## src/rtl/demux12_stream.sv

```systemverilog
// demux12_stream -- registered 1-to-2 valid/ready stream demultiplexer.
//
// Each input beat carries a select bit. The beat is steered into one of two
// 2-entry FIFOs, and each FIFO feeds its own output port. A stalled consumer
// therefore only back-pressures beats that are bound for its own port.
//
// Ports:
//   clk, rst          rising-edge clock, synchronous active-high reset
//   in_data/in_sel    input beat payload and destination (0 = out0, 1 = out1)
//   in_valid/in_ready input handshake; in_ready = !full(FIFO[in_sel])
//   outN_data         head of FIFO N (0 while FIFO N is empty)
//   outN_valid        FIFO N is non-empty
//   outN_ready        consumer N takes the head
//   cnt0, cnt1        16-bit pop counters (only with DEMUX12_STATS_EN defined)
//
// Optional feature macro: DEMUX12_STATS_EN

// Two-entry FIFO with 1-bit pointers and a 0..2 occupancy count.
module demux12_fifo2 #(
    parameter int W = 8
) (
    input  logic         clk,
    input  logic         rst,
    input  logic         push_i,
    input  logic [W-1:0] din_i,
    input  logic         pop_i,
    output logic [W-1:0] dout_o,
    output logic         valid_o,
    output logic         full_o
);
    logic [1:0][W-1:0] mem_q;
    logic              wr_ptr_q;
    logic              rd_ptr_q;
    logic [1:0]        cnt_q, cnt_d;

    // Push and pop together leave the count alone; callers never push when
    // full or pop when empty, so no saturation is needed here.
    always_comb begin
        cnt_d = cnt_q;
        case ({push_i, pop_i})
            2'b10:   cnt_d = cnt_q + 2'd1;
            2'b01:   cnt_d = cnt_q - 2'd1;
            default: cnt_d = cnt_q;
        endcase
    end

    always_ff @(posedge clk) begin
        if (rst) begin
            mem_q    <= '0;
            wr_ptr_q <= 1'b0;
            rd_ptr_q <= 1'b0;
            cnt_q    <= 2'd0;
        end else begin
            if (push_i) begin
                mem_q[wr_ptr_q] <= din_i;
                wr_ptr_q        <= ~wr_ptr_q;
            end
            if (pop_i)
                rd_ptr_q <= ~rd_ptr_q;
            cnt_q <= cnt_d;
        end
    end

    assign valid_o = (cnt_q != 2'd0);
    assign full_o  = (cnt_q == 2'd2);
    // Stale storage is masked so an empty port always shows zero.
    assign dout_o  = valid_o ? mem_q[rd_ptr_q] : '0;
endmodule

module demux12_stream #(
    parameter int W = 8
) (
    input  logic         clk,
    input  logic         rst,
    input  logic [W-1:0] in_data,
    input  logic         in_sel,
    input  logic         in_valid,
    output logic         in_ready,
    output logic [W-1:0] out0_data,
    output logic         out0_valid,
    input  logic         out0_ready,
    output logic [W-1:0] out1_data,
    output logic         out1_valid,
    input  logic         out1_ready
`ifdef DEMUX12_STATS_EN
    ,
    output logic [15:0]  cnt0,
    output logic [15:0]  cnt1
`endif
);
    localparam int NUM_PORTS = 2;

    logic [NUM_PORTS-1:0][W-1:0] dout;
    logic [NUM_PORTS-1:0]        valid;
    logic [NUM_PORTS-1:0]        full;
    logic [NUM_PORTS-1:0]        push;
    logic [NUM_PORTS-1:0]        pop;
    logic [NUM_PORTS-1:0]        out_rdy;

    assign out_rdy = {out1_ready, out0_ready};

    // Ready looks only at the selected FIFO's fullness, never at in_valid.
    // A full FIFO popping this cycle still reports not-ready (no bypass).
    assign in_ready = ~rst & ~full[in_sel];

    generate
        for (genvar g = 0; g < NUM_PORTS; g++) begin : g_port
            assign push[g] = in_valid & in_ready & (in_sel == 1'(g));
            assign pop[g]  = valid[g] & out_rdy[g];

            demux12_fifo2 #(.W(W)) u_fifo (
                .clk     (clk),
                .rst     (rst),
                .push_i  (push[g]),
                .din_i   (in_data),
                .pop_i   (pop[g]),
                .dout_o  (dout[g]),
                .valid_o (valid[g]),
                .full_o  (full[g])
            );
        end
    endgenerate

    assign out0_data  = dout[0];
    assign out0_valid = valid[0];
    assign out1_data  = dout[1];
    assign out1_valid = valid[1];

`ifdef DEMUX12_STATS_EN
    logic [15:0] cnt0_q, cnt0_d;
    logic [15:0] cnt1_q, cnt1_d;

    // 16-bit counters wrap naturally from 0xFFFF to 0x0000.
    always_comb begin
        cnt0_d = cnt0_q + 16'(pop[0]);
        cnt1_d = cnt1_q + 16'(pop[1]);
    end

    always_ff @(posedge clk) begin
        if (rst) begin
            cnt0_q <= 16'd0;
            cnt1_q <= 16'd0;
        end else begin
            cnt0_q <= cnt0_d;
            cnt1_q <= cnt1_d;
        end
    end

    assign cnt0 = cnt0_q;
    assign cnt1 = cnt1_q;
`endif
endmodule

```

## config.mk

```make
export PLATFORM = sky130hd
export DESIGN_NAME = demux12_stream
export DESIGN_NICKNAME = d
export VERILOG_FILES = /design/src/rtl/demux12_stream.sv
export SDC_FILE = /design/constraint.sdc
export NUM_CORES = 1
export LEC_CHECK = 0
export BUFFER_PORTS_ARGS = -buffer_cell sky130_fd_sc_hd__buf_2
export CAP_MARGIN = 10
export CORE_MARGIN = 3
export CORE_UTILIZATION = 55
export CTS_BUF_LIST = sky130_fd_sc_hd__clkbuf_8 sky130_fd_sc_hd__clkbuf_16
export CTS_CLUSTER_DIAMETER = 60
export DETAILED_ROUTE_END_ITERATION = 10
export PLACE_DENSITY = 0.78
export SYNTH_ARGS = -nofsm -noshare
export SYNTH_HDL_FRONTEND = slang
export SYNTH_SLANG_ARGS = --single-unit
```

## constraint.sdc

```tcl
create_clock -name clk -period 2.1 [get_ports clk]
set_input_delay 0.21 -clock clk [delete_from_list [all_inputs] [get_ports clk]]
set_output_delay 0.21 -clock clk [all_outputs]
set_load 0.005 [all_outputs]
```

Word-level counts from Yosys, hierarchy flattened:

Index checks and enable logic that the tools add are counted.

* add/subtract/negate cells: 4
* magnitude comparators: 7
* equality and inequality tests: 6
* muxes and demuxes: 16
* bitwise logic cells: 13
* reductions and logical operators: 6

Operator list (count)
* 2-to-1 mux 8 bit: 8
* bitwise mux 16 bit: 2
* demux 8 bit (select 1 bit): 2
* < comparator 1 x 2 -> 1 bit, second input constant: 5
* == test 2 bit, second input constant: 4
* case mux 2 bit (2 select lines): 2
* nonzero test 2 bit: 4
* inverter 1 bit: 7
* AND 1 bit: 6
* adder 2 x 1 -> 2 bit, second input constant: 2
* == test 2 x 1 -> 1 bit, second input constant: 2
* subtractor 2 x 1 -> 2 bit, second input constant: 2
* greater-or-equal comparator 1 bit, second input constant: 2
* logical AND 1 bit: 2
* 2-to-1 mux 1 bit: 2

* register bits: 40

Depth between registers and ports, before layout:

* word-level depth: 9
* depth in mapped cells: 8

Modules after synthesis:

Synthesis repeated with hierarchy kept, for this count alone.

* cell total of the unflattened synthesis: 224
* area, all modules: 1783.0 um^2

Modules (own cells, without submodules)
* demux12_fifo2: instances 2, cells an instance 109, area an instance 855.8 um^2, sequential area each 400.4 um^2
* demux12_stream: instances 1, cells an instance 6, area an instance 71.3 um^2, sequential area each 0.0 um^2

Least setup slack after synthesis:

Ideal clock, no wire load.

* path type: register -> register
* start: reg g_port[0].u_fifo.cnt_q[0]
* end: reg g_port[0].u_fifo.cnt_q[1]
* arrival: 1.750 ns
* required time: 2.029 ns
* slack: 0.280 ns
* stages on the path, launching flop included: 7
* path buffers: 1
* clock period less this slack: 1.820 ns
* cells stage by stage: dfxtp_1 > buf_4 > nor2b_4 > or4b_4 > ha_1 > or3_1 > a21oi_1

* cells in the longest elaborated chain, start to end: 9

Ends and longest elaborated chain
* start: declaration: line 34 `logic [1:0] cnt_q, cnt_d;`
* start signal: assignment: line 60 `cnt_q <= cnt_d;`
* == test 2 bit: line 65 `assign full_o = (cnt_q == 2'd2);`
* 2-to-1 mux 1 bit (implied by the code) (2 in series): line 104 `assign in_ready = ~rst & ~full[in_sel];`
* inverter 1 bit: line 104
* AND 1 bit: line 104
* AND 1 bit (2 in series): line 108 `assign push[g] = in_valid & in_ready & (in_sel == 1'(g));`
* == test 2 x 1 -> 1 bit / == test 2 bit (equally long branches): line 40 `case ({push_i, pop_i})`
* case mux 2 bit (2 select lines) / nonzero test 2 bit (equally long branches)

Parallel ways exist; a longest one is shown, timed or not. The select of a mux whose other input is x is not followed.
A chain may end at the register's enable or synchronous reset.

Worst setup path in the final report:

Same ends and word-level chain as after synthesis.

==> flow_summary.ini <==
[outcome]
outcome = finished clean

[placed_design]
dp_worst_setup_slack_ns = 0.1884
globalplace.congestion = 0.7521
io_buffers = 32
hpwl_mm = 2.938

[cts]
ctsRootBufferMaster = sky130_fd_sc_hd__clkbuf_8
cts.repair.resized = 0
ctsLongestPathBuffers = 2
cts_hold_repair.buffers = 0
clock_tree_from_tritoncts = done
cts_max_level = 2
cts.sinks = 40
post-cts-setup-buffers = 0
path_clk_slew_ns = 0.07
worstSkewPairLatency_ns = 0.30
number_of_buffers_inserted_during_clock_tree_synthesis = 5

[route]
initialDrtViolationCount = 133
route.detailed.drc = 0
wire_length_after_detailed_routing_mm = 4.372
via_count = 1739
wl_per_cell_microns = 14.19
firstDrtPassIters = 4
vias_per_cell = 5.646
detail-route-antenna-nets = 0

[layout]
post_route_utilization_pct = 65.60
areaGrowthSynthToFinish_pct = 13.18
final_nets = 277
drive_above_1_share_pct = 19.85
final_antenna_diode_count = 0

[critical_path]
criticalPathCategory = register to register
cp.depth = 5
worst-path-buf-inv = 0
start_kind = register
slowest_stage = sky130_fd_sc_hd__or4b_4
crit_path_max_incr_delay_ns = 0.49
critical_path_arrival_ns = 2.15
cp_max_fo = 6
critPathTopFamily = simple AND/OR/NAND/NOR gates
worst_setup_path_end_kind = register
crit_chain = nor2b_4, or4b_4, ha_1, or3_1, a21oi_1
timing.critical_path.required_ns = 2.33
reg2regPathDepth = 5

[min_path]
min-delay-path-class = primary input to register
whs_path_depth = 2

[global_routing]
grt_first_pass_wirelength_mm = 7.286
first_global_vias = 1512
grt-ovfl-total = 0
grt_max_degree = 34
grt_antenna_before_repair = 0
global_route.usage.total_pct = 22.02

[sta]
tns_ns = 0
fin_crit_sh_pct = 91.27
period_needed_ns = 1.917
slew_headroom_pct = 56.01
slew_viol_final = 0
finalSetupViolations = 0
fin_ws_ns = 0.1833
finalClockSkew_ns = 0.007295
worst_pin_slew_ns = 0.6574
finalHoldViolations = 0
rsz0062_at_grt = no
top_achievable_clock_speed_mhz = 521.7

[synthesis]
synth_fp_nets = 251
ys_top_cells_by_area = sky130_fd_sc_hd__dfxtp_1 (41%), sky130_fd_sc_hd__a21oi_1 (8.7%), sky130_fd_sc_hd__mux2i_1 (8.2%)
post_synth_edffs = 0
synth_top_cell_area_share_pct = 40.76
synth_area_leader_cell = sky130_fd_sc_hd__dfxtp_1
ys_seq_area_share_pct = 40.76
synth_area_per_cell_sq_um = 8.359
yosysWarnings = 0
synth.ff_latch_count = 40
dominant_cell_by_count_in_the_synthesized_netlist = sky130_fd_sc_hd__dfxtp_1
yosys.cell_types.count = 31
syn-cell-area_sq_um = 1964
async_flop_share_pct = 0
post_synth_inst_count = 235
ys.flop_type = sky130_fd_sc_hd__dfxtp_1
ys_top_cells_by_count = sky130_fd_sc_hd__dfxtp_1 (40), sky130_fd_sc_hd__a21oi_1 (34), sky130_fd_sc_hd__nand3_1 (32)

[power]
internal-power_mw = 1.203
cellPowerDensity_nw_per_um2 = 777.1
leakagePower_nw = 0.8188
power.net_switching_mw = 0.5245
clock_power_share_pct = 30.7
p_total_mw = 1.728
max-vdd-ir-drop_mv = 0.5134
power_share_of_the_combinational_group_pct = 19.1
swShare_pct = 30.36
p_seq_share_pct = 50.2

[floorplanning]
die_footprint_sq_um = 4324
rows = 21
core_area_sq_um = 3390
die_w_microns = 65.76
initial_core_util_pct = 57.95
die_y_microns = 65.76
ioPinCount = 33

[job]
maxCapViolCount = 0
==> registers in the layout (all words and copies together), names as in the netlist <==
register / cells
g_port.u_fifo.mem_q: 32
g_port.u_fifo.cnt_q: 4
g_port.u_fifo.rd_ptr_q: 2
g_port.u_fifo.wr_ptr_q: 2
==> cell usage in the layout, fill, tap and decap left out, types with 2 or more instances in the layout <==
cell type,netlist,layout
sky130_fd_sc_hd__nand3_1,32,32
sky130_fd_sc_hd__nor2_1,23,23
sky130_fd_sc_hd__or3_1,2,2
sky130_fd_sc_hd__dfxtp_1,40,40
sky130_fd_sc_hd__o21ai_0,25,25
sky130_fd_sc_hd__clkbuf_8,0,6
sky130_fd_sc_hd__nor4bb_1,2,2
sky130_fd_sc_hd__mux2i_1,16,16
sky130_fd_sc_hd__xnor2_1,2,2
sky130_fd_sc_hd__nand4bb_1,2,2
sky130_fd_sc_hd__nand2b_1,2,2
sky130_fd_sc_hd__buf_2,13,32
sky130_fd_sc_hd__ha_1,2,2
sky130_fd_sc_hd__xor2_1,4,4
sky130_fd_sc_hd__a21oi_1,34,34
sky130_fd_sc_hd__o21ai_1,11,11
sky130_fd_sc_hd__buf_4,2,8
sky130_fd_sc_hd__clkinv_2,0,2
sky130_fd_sc_hd__nor2b_1,2,2
sky130_fd_sc_hd__a22o_1,2,2
sky130_fd_sc_hd__nand4b_1,2,2
sky130_fd_sc_hd__inv_1,4,4
==> metal layers <==
| metal | vias to the layer above | global-route usage (%) | part of all wire (%) |
|---|---|---|---|
| met4 | 0 | 7.772 | 1.8 |
| met5 | - | 0 | 0 |
| met3 | 8 | 5.983 | 5.3 |
| li1 | 887 | - | - |
| met2 | 44 | 33.17 | 47 |
| met1 | 800 | 30.04 | 46 |
==> worst reg2reg max path, stage by stage (launching register included) <==
cell and delay [ns]:
sky130_fd_sc_hd__dfxtp_1 0.47, sky130_fd_sc_hd__nor2b_4 0.07, sky130_fd_sc_hd__or4b_4 0.49, sky130_fd_sc_hd__ha_1 0.32, sky130_fd_sc_hd__or3_1 0.37, sky130_fd_sc_hd__a21oi_1 0.13
==> path summary, 6_finish.rpt <==
kind,slack (ns),from,end
max reg2reg,0.18,g_port[0].u_fifo.cnt_q[0]$_SDFFE_PP0P_,g_port[0].u_fifo.cnt_q[1]$_SDFFE_PP0P_
min reg2reg,0.48,g_port[1].u_fifo.mem_q[11]$_SDFFE_PP0P_,g_port[1].u_fifo.mem_q[11]$_SDFFE_PP0P_
max,0.18,g_port[0].u_fifo.cnt_q[0]$_SDFFE_PP0P_,g_port[0].u_fifo.cnt_q[1]$_SDFFE_PP0P_
min,0.16,rst,g_port[1].u_fifo.cnt_q[0]$_SDFFE_PP0P_
==> stage by stage <==
stage                     hold WS [ns]  cell area [sq um]  std cells
final                           0.1637               2223        308
after global routing            0.1917               2223        308
after CTS                       0.1578               2223        308
after detailed placement        0.4663               2131        300
after global placement          0.4600               2131        300
after floorplan                 0.3577               1964        235
==> power groups by stage <==
stage	sequential, mW	combinational [mW]	clock (mW)
after floorplan	0.831	0.291	0
after global placement	0.885	0.324	0
after detailed placement	0.886	0.328	0
after CTS	0.868	0.330	0.539
after global routing	0.876	0.367	0.572
final	0.868	0.329	0.531
==> kinds of logic (layout without fill, tap and decap cells) <==
kind of cell | Yosys count | in the layout | synth area share (%)
flip-flops | 40 | 40 | 40.76
XOR/XNOR | 6 | 6 | 2.675
multiplexers | 16 | 16 | 8.153
AO/OA/AOI/OAI | 73 | 73 | 19.11
buffers and inverters | 25 | 52 | 6.432
adder cells (fa/ha/maj) | 2 | 2 | 1.274
AND/OR/NAND/NOR | 73 | 73 | 21.59
==> layout make-up <==
cell class	instances	area (sq um)
well taps	46	57.56
clock inverters	2	10.01
repair buffers	40	220.2
clock buffers	6	82.58
multi-input cells	170	1037
flip-flops and latches	40	800.8
inverters	4	15.01
fillers	305	1166
Power figures use the tool's default switching activity.
